## config.mk

```make
export PLATFORM = sky130hd
export DESIGN_NAME = latch_gate_arbiter
export DESIGN_NICKNAME = d
export VERILOG_FILES = /design/src/rtl/latch_gate_arbiter.sv
export SDC_FILE = /design/constraint.sdc
export NUM_CORES = 1
export LEC_CHECK = 0
export CORE_ASPECT_RATIO = 0.5
export CORE_UTILIZATION = 35
export CTS_BUF_LIST = sky130_fd_sc_hd__clkbuf_4 sky130_fd_sc_hd__clkbuf_8 sky130_fd_sc_hd__clkbuf_16
export CTS_CLUSTER_SIZE = 28
export DETAILED_ROUTE_END_ITERATION = 10
export PLACE_DENSITY = 0.68
export SLEW_MARGIN = 20
export SYNTH_ARGS = -nofsm -noshare
export SYNTH_HDL_FRONTEND = slang
export SYNTH_SLANG_ARGS = --single-unit
```

## constraint.sdc

```tcl
create_clock -name clk -period 2.5 [get_ports clk]
set_input_delay 0.25 -clock clk [delete_from_list [all_inputs] [get_ports clk]]
set_output_delay 0.25 -clock clk [all_outputs]
set_load 0.03 [all_outputs]
```

## src/rtl/latch_gate_arbiter.sv

```systemverilog
// latch_gate_arbiter: round-robin arbiter driving a shared gated-D-latch bank with setup/gate/hold sequencing
module latch_gate_arbiter #(
  parameter int N_REQ     = 4,
  parameter int WIDTH     = 8,
  parameter int SETUP_CYC = 1,
  parameter int GATE_CYC  = 2,
  parameter int HOLD_CYC  = 1
) (
  input  logic                   clk,
  input  logic                   rst_n,
  input  logic [N_REQ-1:0]       req,
  input  logic [N_REQ*WIDTH-1:0] wdata,
  output logic [N_REQ-1:0]       gnt,
  output logic [N_REQ-1:0]       done,
  output logic [WIDTH-1:0]       latch_d,
  output logic                   latch_en,
  output logic                   busy
);
  localparam int MAXC = (SETUP_CYC > GATE_CYC) ? ((SETUP_CYC > HOLD_CYC) ? SETUP_CYC : HOLD_CYC)
                                               : ((GATE_CYC > HOLD_CYC) ? GATE_CYC : HOLD_CYC);
  localparam int CW = $clog2(MAXC + 1);
  localparam int PW = $clog2(N_REQ);
  localparam logic [CW-1:0] S_END = CW'(SETUP_CYC - 1);
  localparam logic [CW-1:0] G_END = CW'(GATE_CYC - 1);
  localparam logic [CW-1:0] H_END = CW'(HOLD_CYC - 1);
  localparam logic [CW-1:0] H_PRE = CW'((HOLD_CYC > 1) ? HOLD_CYC - 2 : 0);

  typedef enum logic [1:0] {IDLE, SETUP, GATE, HOLD} state_t;

  state_t        state;
  logic [CW-1:0] cnt;
  logic [PW-1:0] ptr;
  logic [PW-1:0] win;
  logic [PW-1:0] idx;

  assign busy = state != IDLE;

  // round-robin pick: scan from ptr upward with wrap, nearest requester wins
  always_comb begin
    win = ptr;
    idx = ptr;
    for (int k = N_REQ - 1; k >= 0; k--) begin
      idx = PW'((int'(ptr) + k) % N_REQ);
      if (req[idx]) win = idx;
    end
  end

  // transaction sequencer: capture data, then gate the latch, then hold and report completion
  always_ff @(posedge clk) begin
    if (!rst_n) begin
      state    <= IDLE;
      cnt      <= '0;
      ptr      <= '0;
      gnt      <= '0;
      done     <= '0;
      latch_en <= 1'b0;
      latch_d  <= '0;
    end else begin
      case (state)
        IDLE: begin
          done <= '0;
          if (|req) begin
            state   <= SETUP;
            cnt     <= '0;
            gnt     <= N_REQ'(1) << win;
            latch_d <= wdata[int'(win)*WIDTH +: WIDTH];
            ptr     <= (int'(win) == N_REQ - 1) ? '0 : win + 1'b1;
          end
        end
        SETUP: begin
          cnt      <= (cnt == S_END) ? '0 : cnt + 1'b1;
          state    <= (cnt == S_END) ? GATE : SETUP;
          latch_en <= cnt == S_END;
        end
        GATE: begin
          cnt      <= (cnt == G_END) ? '0 : cnt + 1'b1;
          state    <= (cnt == G_END) ? HOLD : GATE;
          latch_en <= cnt != G_END;
          done     <= (cnt == G_END && HOLD_CYC == 1) ? gnt : '0;
        end
        HOLD: begin
          cnt   <= (cnt == H_END) ? '0 : cnt + 1'b1;
          state <= (cnt == H_END) ? IDLE : HOLD;
          gnt   <= (cnt == H_END) ? '0 : gnt;
          done  <= (cnt != H_END && cnt == H_PRE) ? gnt : '0;
        end
        default: state <= IDLE;
      endcase
    end
  end
endmodule

```

### Word-level counts from Yosys, hierarchy flattened

Index checks and enable logic that the tools add are counted.
W data, S select, Z words.

* register bits: 23
* bits of input ports: 38
* output and inout port bits: 18
* logic and storage cells: 67

* add/sub/neg operators: 5
* order comparisons: 4
* equality and inequality tests: 8
* shift-type cells: 2
* mux-type cells: 29
* reductions and logical operators: 12

Operator list (number)
* $shiftx A32 B6 Y8: 1
* $mux W2: 11
* $mux W4: 4
* $lt A2 B3 Y1 const B: 4
* $pmux W4 S3: 1
* $bmux W1 S2: 4
* $pmux W2 S4: 1
* $pmux W4 S2: 1
* $reduce_bool A2 Y1: 4
* $add A2 B1 Y2 const B: 3
* $eq A2 B1 Y1 const B: 3
* $pmux W2 S3: 1
* $mux W1: 5
* $add A2 B2 Y2 const B: 2
* $eq A2 B2 Y1 const B: 2
* $logic_not A2 Y1: 2
* $ne A2 B2 Y1 const B: 2
* $reduce_or A4 Y1: 1
* $shl A1 B2 Y4 const A: 1
* $reduce_and A3 Y1: 1
* $reduce_bool A3 Y1: 1
* $ne A2 B1 Y1 const B: 1
* $pmux W1 S2: 1
* $reduce_and A2 Y1: 1
* other kinds (2): 2

### Longest topological paths before layout

* word-level depth: 10
* mapped depth: 7
* depth with buffers taken out: 7

### Worst setup path before layout

No wires, ideal clock.

* kind: reg2reg
* from: reg state[0]
* to: reg latch_d[4]
* setup time: 0.122 ns
* arrival time: 1.758 ns
* data required time: 2.378 ns
* slack: 0.620 ns
* cell stages (with the launch flop): 8
* path buffers: 1
* clock period less this slack: 1.880 ns
* path through: dfxtp_1 -> inv_1 -> ha_1 -> inv_1 -> nor2_1 -> and3_1 -> clkbuf_2 -> a221o_1

* cells in the longest elaborated chain, start to end: 2

Ends and longest elaborated chain
* start: declaration: RTL line 30 `state_t state;`
* start signal: assignment: RTL line 72 `state <= (cnt == S_END) ? GATE : SETUP;`
* start signal: assignment: RTL line 77 `state <= (cnt == G_END) ? HOLD : GATE;`
* start signal: assignment: RTL line 83 `state <= (cnt == H_END) ? IDLE : HOLD;`
* $logic_not A2 Y1: RTL line 59 `case (state)`
* $reduce_and A2 Y1 (no source line)
* end signal: assignment: RTL line 66 `latch_d <= wdata[int'(win)*WIDTH +: WIDTH];`
* end: declaration: RTL line 15 `output logic [WIDTH-1:0] latch_d,`

Every way passes these cells.
A chain may end at the register's enable or synchronous reset.

### Worst setup path after layout

* from: reg state[0]
* to: out busy

* cells in the longest elaborated chain, start to end: 1

Ends and longest elaborated chain
* $reduce_bool A2 Y1: RTL line 36 `assign busy = state != IDLE;`
* end: declaration: RTL line 17 `output logic busy`

Every way passes these cells.

==> results.md <==
* Outcome: complete, no violations
* IO buf count at 55
* Most frequent cells in the layout: clkdlybuf4s50_1, dfxtp_1, nand2_1, a21oi_1, and3_1
* Slew Viols, Final at 0
* Setup Skew at 5.61 ps
* GRT Util Overall at 16.1%
* Max_slew headroom at 76.1%
* CP most frequent cell: inv_1
* Layer with the highest usage: met2
* Synth Area in Compound Gates at 19.1%
* Core area at 0.00366 mm2
* Dpl cell area at between 0.002 and 0.0025 mm2
* GRT met3 Usage at 3.40%
* Area of the die at about 0.0044 mm2
* Synth Area in XOR/XNOR at 0%
* Final HPWL DP at 2540 um
* Slew @ Worst Pin at about 360 ps
* Mux share of post-synthesis cell area at between 15 and 20%
* Cells along the critical path: inv_1 > ha_1 > inv_1 > clkdlybuf4s50_1
* Crit-path slowest cell: clkdlybuf4s50_1
* YS warnings at 0
* Max-cap violations at 0
* Vias per cell at 5.06
* FMAX at 0.464 GHz
* Clock sink total at 23
* Dpl cells at 257
* Area share of fa/ha/maj cells after synthesis at 7.87%
* Crit start category: flop
* Layout cells sized above 1 at roughly an eighth
* CP top delay family: buffers and inverters
* WP data required at 2250 ps
* Total gr overflow at 0
* Crit path capture type: output pin
* Worst min path class: flop to flop
* Hold Startpoint: gnt[3]$_SDFFE_PN0P_
* Pin count of the biggest net entering global routing at 14
* Simple-gate portion of the synthesized area at approximately 20%
* Main combinational cell family by area after synthesis: simple AND/OR/NAND/NOR gates
* Io pins at 56
* Crit path buffers/inverters at 3
* Routed WL at 3350 um
* P per Cell Area at between 500 and 600 mW/mm2
* Routability cong. at 0.788
* Routed wire per std cell at about 13 um
* Footprint of the multi-input gates at 892 um2
* Synth Register Bits at 23
* Commonest non-fill, non-tap cell in the layout: clkdlybuf4s50_1
* Hold Violations, Final at 0
* Die width at 92.4 um
* Post-CTS sizing at 0
* Peak supply drop at 0.000237 V
* Setup violators final at 0
* GR Layer Usage met1 at 20.7%
* Shortest period the worst path allows at roughly 2200 ps
* Setup CP Type: flop to output pin
* Max stage delay on crit path at a little under 700 ps
* Setup_tns at 0 ps
* NumNets Final at 258
* Hold Buf Count CTS at 0
* CP startpoint: state[0]$_SDFFE_PN0P_
* Fin crit share at 86.2%
* CTS root buffer: clkbuf_8
* Static Leakage at 0.841 nW
* CP arrival at 1900 ps
* Largest fanout on the critical path at 7
* Pre-antenna DRT Iters at 4
* Inserted Diodes at 0
* Final instance area at about 0.0021 mm2
* Row count at 15
* Initial antenna violation count at 0
* Initial DRC count at 42
* Vias at 1320
* Total CTS buffers at 3
* Clk_lat worst skew at ~260 ps
* M2 GR Usage at 28.3%
* Syn nets at 202
* Post-DRT Antenna Nets at 0
* Register cell area after layout at ~460 um2
* First-pass GRT wire length at approximately 5400 um
* Die height at 47.2 um
* Cell Count, Final, Fillers Out at approximately 260
* Worst reg2reg startpoint: state[1]$_SDFFE_PN0P_
* Gate count of the mapped netlist at between 150 and 200
* RSZ-0062 raised after global routing: no
* Distinct cells, synth at 37
* Vias in the first global route at 1214
* Cell Area, Synth at ~0.0014 mm2
* Worst-path clk slew at 80 ps
* Initial Util at 39.1%
* Seq/Total Area, Yosys at 32.2%
* Max Buffers Root-to-Sink at 2
* Average cell area after synthesis at 9.23 um2
* CTS HTree Levels at 1
* CTS tree: done
* # DRC at 0
* Postcts setup bufs at 0
* Syn-to-layout area delta at 45.7%
* Fillers at ~330
-- power breakdown --
| group | internal (mW) | switching, mW | total, mW |
|---|---|---|---|
| logic | 0.266 | 0.234 | 0.501 |
| clock network | 0.125 | 0.118 | 0.243 |
| registers | 0.413 | 0.0320 | 0.445 |
| total | 0.804 | 0.385 | 1.19 |
-- worst min-delay path: stages, from the launching register on --
cell      delay [ps]
dfxtp_1          330
nand2_1           50
a21boi_0          70
-- cells in the mapped netlist, drive strengths merged --
| master | instances | area (um2) |
|---|---|---|
| nand2 | 13 | 48.8 |
| dfxtp | 23 | 460 |
| or3 | 1 | 6.26 |
| ha | 9 | 113 |
| nand4b | 1 | 8.76 |
| nand3 | 1 | 5.00 |
| nand2b | 1 | 6.26 |
| nor4 | 2 | 12.5 |
| and3 | 10 | 62.6 |
| o211ai | 2 | 15.0 |
| nor3b | 4 | 30.0 |
| a21boi | 3 | 22.5 |
| buf | 3 | 23.8 |
| nor2b | 9 | 56.3 |
| mux2 | 17 | 221 |
| a32oi | 1 | 8.76 |
| o31a | 1 | 10.0 |
| a21oi | 10 | 50.1 |
| nand3b | 1 | 7.51 |
| o21ai | 8 | 40.0 |
| o211a | 3 | 30.0 |
| a221o | 8 | 80.1 |
| clkbuf | 6 | 23.8 |
| and2b | 1 | 7.51 |
| a211o | 1 | 8.76 |
| inv | 8 | 30.0 |
| o21a | 1 | 7.51 |
| and2 | 3 | 18.8 |
| nor2 | 4 | 15.0 |
-- per-layer routing --
layer	share of wire, %	wire, um	vias to the layer above
li1	-	-	665
met1	50	1660	611
met2	45	1520	42
met3	4.1	136	2
met4	0.87	29	0
met5	0	0	-
-- sequential cells by signal (all words and copies together), names as in the netlist --
name      count
cnt           2
gnt           4
done          4
ptr           2
latch_d       8
state         2
latch_en      1
-- metrics by stage --
step | hold WS [ps] | power (mW) | worst slack [ps] | util, %
6_report | 500 | 1.19 | 346 | 56.9
5_1_grt | 521 | 1.25 | 257 | 56.9
4_1_cts | 500 | 1.20 | 337 | 56.9
3_5_place_dp | 485 | 0.954 | 267 | 55.6
3_3_place_gp | 481 | 0.949 | 296 | 55.6
2_1_floorplan | 486 | 0.771 | 620 | -
-- cell families (layout without fill, tap and decap cells) --
| logic type | Yosys count | in the layout |
|---|---|---|
| buffers and inverters | 17 | 72 |
| AND/OR/NAND/NOR | 51 | 51 |
| adder cells (fa/ha/maj) | 9 | 9 |
| flip-flops | 23 | 23 |
| AO/OA/AOI/OAI | 38 | 38 |
| multiplexers | 17 | 17 |
-- worst paths after layout --
| path | end | slack, ps | cells after the start |
|---|---|---|---|
| max reg2reg | latch_d[5]$_SDFFE_PN0P_ | 590 | 6 |
| max | busy | 350 | 4 |
| min reg2reg | gnt[3]$_SDFFE_PN0P_ | 500 | 2 |
| min | gnt[3]$_SDFFE_PN0P_ | 500 | 2 |
-- layout make-up --
class | count | area share, %
Multi-Input combinational cell | 115 | 42.8
Timing Repair Buffer | 60 | 28.2
Sequential cell | 23 | 22.1
Tap cell | 51 | 3.06
Clock buffer | 4 | 2.34
Inverter | 8 | 1.44
(Power assumes the default switching activity.)
